File: src/rtl/mac_pkg.sv
// Shared types and default widths for the MAC layer sequencer.
package mac_pkg;

    localparam int DEF_DATA_WIDTH  = 16;
    localparam int DEF_ACCUM_WIDTH = 48;
    localparam int DEF_VEC         = 16;

    typedef enum logic [2:0] {
        ST_IDLE,
        ST_RUN,
        ST_DRAIN,
        ST_EMIT,
        ST_FIN
    } state_t;

    typedef logic signed [DEF_ACCUM_WIDTH-1:0] accum_t;

endpackage

File: src/rtl/mac_addr_gen.sv
// Chunk, neuron and weight address counters for the MAC sequencer.
// The weight address is a free-running count of reads, so it equals j*n_chunks+k without a multiplier.
module mac_addr_gen #(
    parameter int CHUNK_W = 8,
    parameter int ADDR_W  = 16
) (
    input  logic               clk,
    input  logic               rst,
    input  logic               load,
    input  logic [CHUNK_W-1:0] n_chunks,
    input  logic [CHUNK_W-1:0] n_out,
    input  logic               step,
    input  logic               next_neuron,
    output logic [ADDR_W-1:0]  act_addr,
    output logic [ADDR_W-1:0]  wgt_addr,
    output logic [CHUNK_W-1:0] neuron,
    output logic               first_chunk,
    output logic               last_chunk,
    output logic               last_neuron
);

    logic [CHUNK_W-1:0] n_chunks_q;
    logic [CHUNK_W-1:0] n_out_q;
    logic [CHUNK_W-1:0] chunk;

    always_ff @(posedge clk or posedge rst) begin
        if (rst) begin
            n_chunks_q <= '0;
            n_out_q    <= '0;
            chunk      <= '0;
            neuron     <= '0;
            wgt_addr   <= '0;
        end else if (load) begin
            n_chunks_q <= n_chunks;
            n_out_q    <= n_out;
            chunk      <= '0;
            neuron     <= '0;
            wgt_addr   <= '0;
        end else begin
            if (step) begin
                wgt_addr <= wgt_addr + 1'b1;
                chunk    <= last_chunk ? '0 : chunk + 1'b1;
            end
            if (next_neuron)
                neuron <= neuron + 1'b1;
        end
    end

    assign first_chunk = (chunk == '0);
    assign last_chunk  = (chunk == n_chunks_q - 1'b1);
    assign last_neuron = (neuron == n_out_q - 1'b1);
    assign act_addr    = ADDR_W'(chunk);

endmodule

File: src/rtl/mac_seq_ctrl.sv
// Layer sequencer: streams activation/weight chunk reads into a sibling MAC and emits one sum per neuron.
// Optional bias preload on chunk 0 is enabled by defining MACSEQ_BIAS_EN.
module mac_seq_ctrl
    import mac_pkg::*;
#(
    parameter int DATA_WIDTH  = DEF_DATA_WIDTH,
    parameter int ACCUM_WIDTH = DEF_ACCUM_WIDTH,
    parameter int VEC         = DEF_VEC,
    parameter int CHUNK_W     = 8,
    parameter int ADDR_W      = 16
) (
    input  logic                   clk,
    input  logic                   rst,
    input  logic                   start,
    input  logic [CHUNK_W-1:0]     n_chunks,
    input  logic [CHUNK_W-1:0]     n_out,
    output logic                   busy,
    output logic                   done,
    output logic                   rd_en,
    output logic [ADDR_W-1:0]      act_addr,
    output logic [ADDR_W-1:0]      wgt_addr,
    output logic                   mac_en,
    output logic                   mac_acc_en,
    output logic [ACCUM_WIDTH-1:0] mac_acc_in,
    input  logic [ACCUM_WIDTH-1:0] mac_c,
    output logic                   res_valid,
    input  logic                   res_ready,
    output logic [ACCUM_WIDTH-1:0] res_data,
    output logic [CHUNK_W-1:0]     res_idx
`ifdef MACSEQ_BIAS_EN
    ,
    output logic [ADDR_W-1:0]      bias_addr,
    input  logic [DATA_WIDTH-1:0]  bias_data
`endif
);

    // A full VEC-lane dot product must fit in the accumulator.
    if (ACCUM_WIDTH < 2 * DATA_WIDTH + $clog2(VEC)) begin : g_width_chk
        $error("mac_seq_ctrl: ACCUM_WIDTH too narrow for DATA_WIDTH and VEC");
    end

    state_t                        state;
    logic signed [ACCUM_WIDTH-1:0] acc;
    logic                          first_chunk;
    logic                          last_chunk;
    logic                          last_neuron;
    logic                          load;
    logic                          next_neuron;

    assign load        = (state == ST_IDLE) && start;
    assign next_neuron = (state == ST_EMIT) && res_ready;

    mac_addr_gen #(
        .CHUNK_W(CHUNK_W),
        .ADDR_W (ADDR_W)
    ) u_addr_gen (
        .clk        (clk),
        .rst        (rst),
        .load       (load),
        .n_chunks   (n_chunks),
        .n_out      (n_out),
        .step       (rd_en),
        .next_neuron(next_neuron),
        .act_addr   (act_addr),
        .wgt_addr   (wgt_addr),
        .neuron     (res_idx),
        .first_chunk(first_chunk),
        .last_chunk (last_chunk),
        .last_neuron(last_neuron)
    );

    always_ff @(posedge clk or posedge rst) begin
        if (rst) begin
            state      <= ST_IDLE;
            busy       <= 1'b0;
            done       <= 1'b0;
            rd_en      <= 1'b0;
            mac_en     <= 1'b0;
            mac_acc_en <= 1'b0;
            res_valid  <= 1'b0;
        end else begin
            mac_en <= rd_en;
`ifdef MACSEQ_BIAS_EN
            mac_acc_en <= rd_en;
`else
            mac_acc_en <= rd_en && !first_chunk;
`endif
            done <= 1'b0;
            case (state)
                ST_IDLE: begin
                    if (start) begin
                        if (n_chunks != '0 && n_out != '0) begin
                            state <= ST_RUN;
                            busy  <= 1'b1;
                            rd_en <= 1'b1;
                        end else begin
                            state <= ST_FIN;
                            done  <= 1'b1;
                        end
                    end
                end
                ST_RUN: begin
                    if (last_chunk) begin
                        rd_en <= 1'b0;
                        state <= ST_DRAIN;
                    end
                end
                ST_DRAIN: begin
                    state     <= ST_EMIT;
                    res_valid <= 1'b1;
                end
                ST_EMIT: begin
                    if (res_ready) begin
                        res_valid <= 1'b0;
                        if (last_neuron) begin
                            state <= ST_FIN;
                            done  <= 1'b1;
                            busy  <= 1'b0;
                        end else begin
                            state <= ST_RUN;
                            rd_en <= 1'b1;
                        end
                    end
                end
                ST_FIN:  state <= ST_IDLE;
                default: state <= ST_IDLE;
            endcase
        end
    end

    always_ff @(posedge clk or posedge rst) begin
        if (rst)
            acc <= '0;
        else if (mac_en)
            acc <= $signed(mac_c);
    end

    assign res_data = acc;

`ifdef MACSEQ_BIAS_EN
    logic bias_first;

    always_ff @(posedge clk or posedge rst) begin
        if (rst)
            bias_first <= 1'b0;
        else
            bias_first <= rd_en && first_chunk;
    end

    assign bias_addr  = ADDR_W'(res_idx);
    assign mac_acc_in = bias_first
                      ? {{(ACCUM_WIDTH-DATA_WIDTH){bias_data[DATA_WIDTH-1]}}, bias_data}
                      : acc;
`else
    assign mac_acc_in = acc;
`endif

endmodule

File: config.mk
export PLATFORM = sky130hd
export DESIGN_NAME = mac_seq_ctrl
export DESIGN_NICKNAME = d
export VERILOG_FILES = /design/src/rtl/mac_pkg.sv /design/src/rtl/mac_addr_gen.sv /design/src/rtl/mac_seq_ctrl.sv
export SDC_FILE = /design/constraint.sdc
export NUM_CORES = 1
export LEC_CHECK = 0
export ABC_AREA = 0
export CORE_MARGIN = 10
export CORE_UTILIZATION = 44
export DETAILED_ROUTE_END_ITERATION = 8
export PLACE_DENSITY = 0.81
export SLEW_MARGIN = 20
export SYNTH_ARGS = -nofsm -noshare
export SYNTH_HDL_FRONTEND = slang
export SYNTH_SLANG_ARGS = --single-unit
export TNS_END_PERCENT = 5
File: constraint.sdc
create_clock -name clk -period 4.4 [get_ports clk]
set_input_delay 1.32 -clock clk [delete_from_list [all_inputs] [get_ports clk]]
set_output_delay 1.32 -clock clk [all_outputs]
set_load 0.01 [all_outputs]
==> results_dict.tcl <==
set metrics [dict create \
    path_buf_inv 1 \
    root_buffer "clkbuf_16" \
    slew_violations 0 \
    grt_antenna_before_repair 0 \
    end_kind "output port" \
    utilization_pct 63.5 \
    r2r_cells 8 \
    io_pins 210 \
    yosysWarningCount 0 \
    insertion_delay_ns 0.34 \
    overflow 0 \
    cts_made_buffers 9 \
    r2r_slack_ns 2.19 \
    row_count 39 \
    cts_tree "yes" \
    synth-edff-count 0 \
    tightest_slew_ns 0.609 \
    grt_use_total_pct 16.6 \
    ys_seq_area_share_pct 49.8 \
    hold_viol 0 \
    syn_avg_cell_area_um2 11.2 \
    timing.rr.start "u_addr_gen.n_chunks_q[0]" \
    slowest_stage "clkdlybuf4s50_1" \
    drive_gt1_share_pct 14.9 \
    place_inst 751 \
    critPathArrivalTime_ns 1.52 \
    grt_pass1_vias 4084 \
    clk_pin_slew_ns 0.07 \
    cts_sinks 105 \
    cts.htree.levels 3 \
    synth-async-reset-ratio_pct 100 \
    power_density_nw_per_um2 516 \
    fin_setup_tns_ns 0 \
    clk_path_buf_depth 2 \
    diodes 0 \
    peakVddDrop_uv 372 \
    min_from "res_valid" \
    dr_total_vias 4041 \
    power_leakage_nw 3.06 \
    post-route-period-util_pct 64.5 \
    initial_core_util_pct 45.7 \
    area_delta_synth_final_pct 39.0 \
    dieArea_um2 16800 \
    grt_pass1_wl_mm 22.4 \
    ctsResizeCount 0 \
    min_period_ns 2.84 \
    min_to "res_valid" \
    routed_wl_mm 14.8 \
    power.total_mw 3.78 \
    setup_violations 0 \
    layout.cells.non_filler 767 \
    critPathLaunchType "register" \
    fin_skew_ns 0.0125 \
    rsz0062_at_grt "no" \
    wl_per_cell_um 19.3 \
    critPathKind "register to output port" \
    cpLargestDelayFamily "buffers and inverters" \
    dr.pass1.iters 4 \
    remaining_drc_errors 0 \
    status "finished, final reports clean" \
    hold_depth 1 \
    clock.fmax_mhz 353 \
    coreArea_um2 11600 \
    nets 693 \
    holdCritPathClass "register to register" \
    ctsHoldBuffers 0 \
    dpl.hpwl_mm 11.8 \
    critPathMaxStageDelay_ns 0.67 \
    syn-cell-area_um2 5280 \
    grt_max_degree 62 \
    via_per_inst 5.27 \
    relSlewSlack_pct 59.4 \
    drtAntennaViolNets 0 \
    routabilityCongestion 0.824 \
    path_cells "clkdlybuf4s50_1" \
    netlist_instances 471 \
    portBuffers 201 \
    maxCapViolCount 0 \
    reg2reg_to "state[0]" \
    crit_required_ns 3.08 \
    postCtsSetupBuffers 0 \
    die_x_um 130 \
    ys_ff_latch 105 \
    drt_iter0_markers 233 \
    yosysUniqueCellTypes 50 \
    die_h_um 130 \
    synth_ff_type "dfrtp_1" \
    crit_fanout 8 \
]
[worst max path at each step]
stage          cells past startpoint                       end                start
2_1_floorplan                      1                      busy                  rst
3_3_place_gp                       7      u_addr_gen.neuron[7]            res_ready
3_5_place_dp                       4  u_addr_gen.n_chunks_q[5]                start
4_1_cts                            1               act_addr[2]  u_addr_gen.chunk[2]
5_1_grt                            1               act_addr[2]  u_addr_gen.chunk[2]
6_report                           1               act_addr[2]  u_addr_gen.chunk[2]
[stage by stage]
step | setup slack, ns | hold slack (ns) | area (µm²)
after floorplan | 0.319 | 0.433 | 5310
after CTS | 1.56 | 0.530 | 7340
after detailed placement | 1.33 | 0.501 | 7050
after global placement | 1.36 | 0.493 | 7050
after global routing | 1.51 | 0.554 | 7340
final | 1.56 | 0.520 | 7340
[registers in the layout, summed over array words and instances, names as in the netlist]
register / count
busy: 1
done: 1
mac_acc_en: 1
mac_acc_in: 48
mac_en: 1
rd_en: 1
res_valid: 1
state: 3
u_addr_gen.chunk: 8
u_addr_gen.n_chunks_q: 8
u_addr_gen.n_out_q: 8
u_addr_gen.neuron: 8
u_addr_gen.wgt_addr: 16
[synth_stat cells, types with 10 or more instances]
cell type	count	share of area, %
mux2_2	60	13
nor2_1	37	2.6
nor3_1	12	1.1
xnor2_1	14	2.3
inv_1	10	0.71
xor2_1	28	4.6
clkbuf_1	13	0.92
dfrtp_1	105	50
nand2_1	28	2.0
nand4_1	10	1.2
buf_4	56	8.0
[cells by family after synthesis]
| group | after synthesis | share of synthesized area, % |
|---|---|---|
| and+or+nand+nor | 127 | 12.1 |
| DFF | 105 | 49.8 |
| buffers and inverters | 85 | 10.2 |
| muxes | 61 | 13.0 |
| AOI/OAI and AO/OA | 43 | 6.14 |
| xor gates and xnor gates | 43 | 7.28 |
| adders and majority gates | 6 | 1.42 |
| other | 1 | 0.0710 |
[layout by cell type, fill, tap and decap left out, types with 2 or more instances in the layout]
cell / count
inv_6: 2
mux2_2: 60
o21ai_0: 9
nor2_1: 37
o211ai_1: 2
clkdlybuf4s50_1: 201
a211oi_2: 7
a21oi_1: 9
or4_1: 2
conb_1: 8
nand3b_1: 3
clkbuf_16: 9
inv_1: 9
nor3_1: 12
xnor2_1: 14
or3_1: 4
dfrtp_1: 104
ha_1: 6
nor2b_1: 2
nand4b_1: 2
o22ai_1: 3
nor4_1: 5
nand3_1: 9
a22o_1: 2
nand2_1: 28
nand4_1: 10
xor2_1: 28
buf_4: 3
nand2b_1: 3
and3_1: 4
[where the power goes]
group | switching, mW | internal (mW) | total, mW | leakage [nW]
Sequential | 0.312 | 1.20 | 1.51 | 1.28
Clock | 0.367 | 0.408 | 0.775 | 0.141
Combinational | 0.658 | 0.841 | 1.50 | 1.64
[final cells by class]
| class | instances | area [µm²] |
|---|---|---|
| Fill cell | 919 | 4230 |
| Sequential cell | 105 | 2630 |
| Multi-Input combinational cell | 288 | 2150 |
| Timing Repair Buffer | 205 | 2050 |
| Clock buffer | 10 | 239 |
| Tap cell | 143 | 179 |
| Clock inverter | 6 | 50.0 |
| Inverter | 10 | 40.0 |
[routing by layer]
layer | track usage [%] | share of wire [%]
met5 | 0 | 0
met4 | 4.96 | 1.6
met2 | 30.5 | 51
met1 | 18.4 | 40
met3 | 4.49 | 7.2
(Power assumes the default switching activity.)
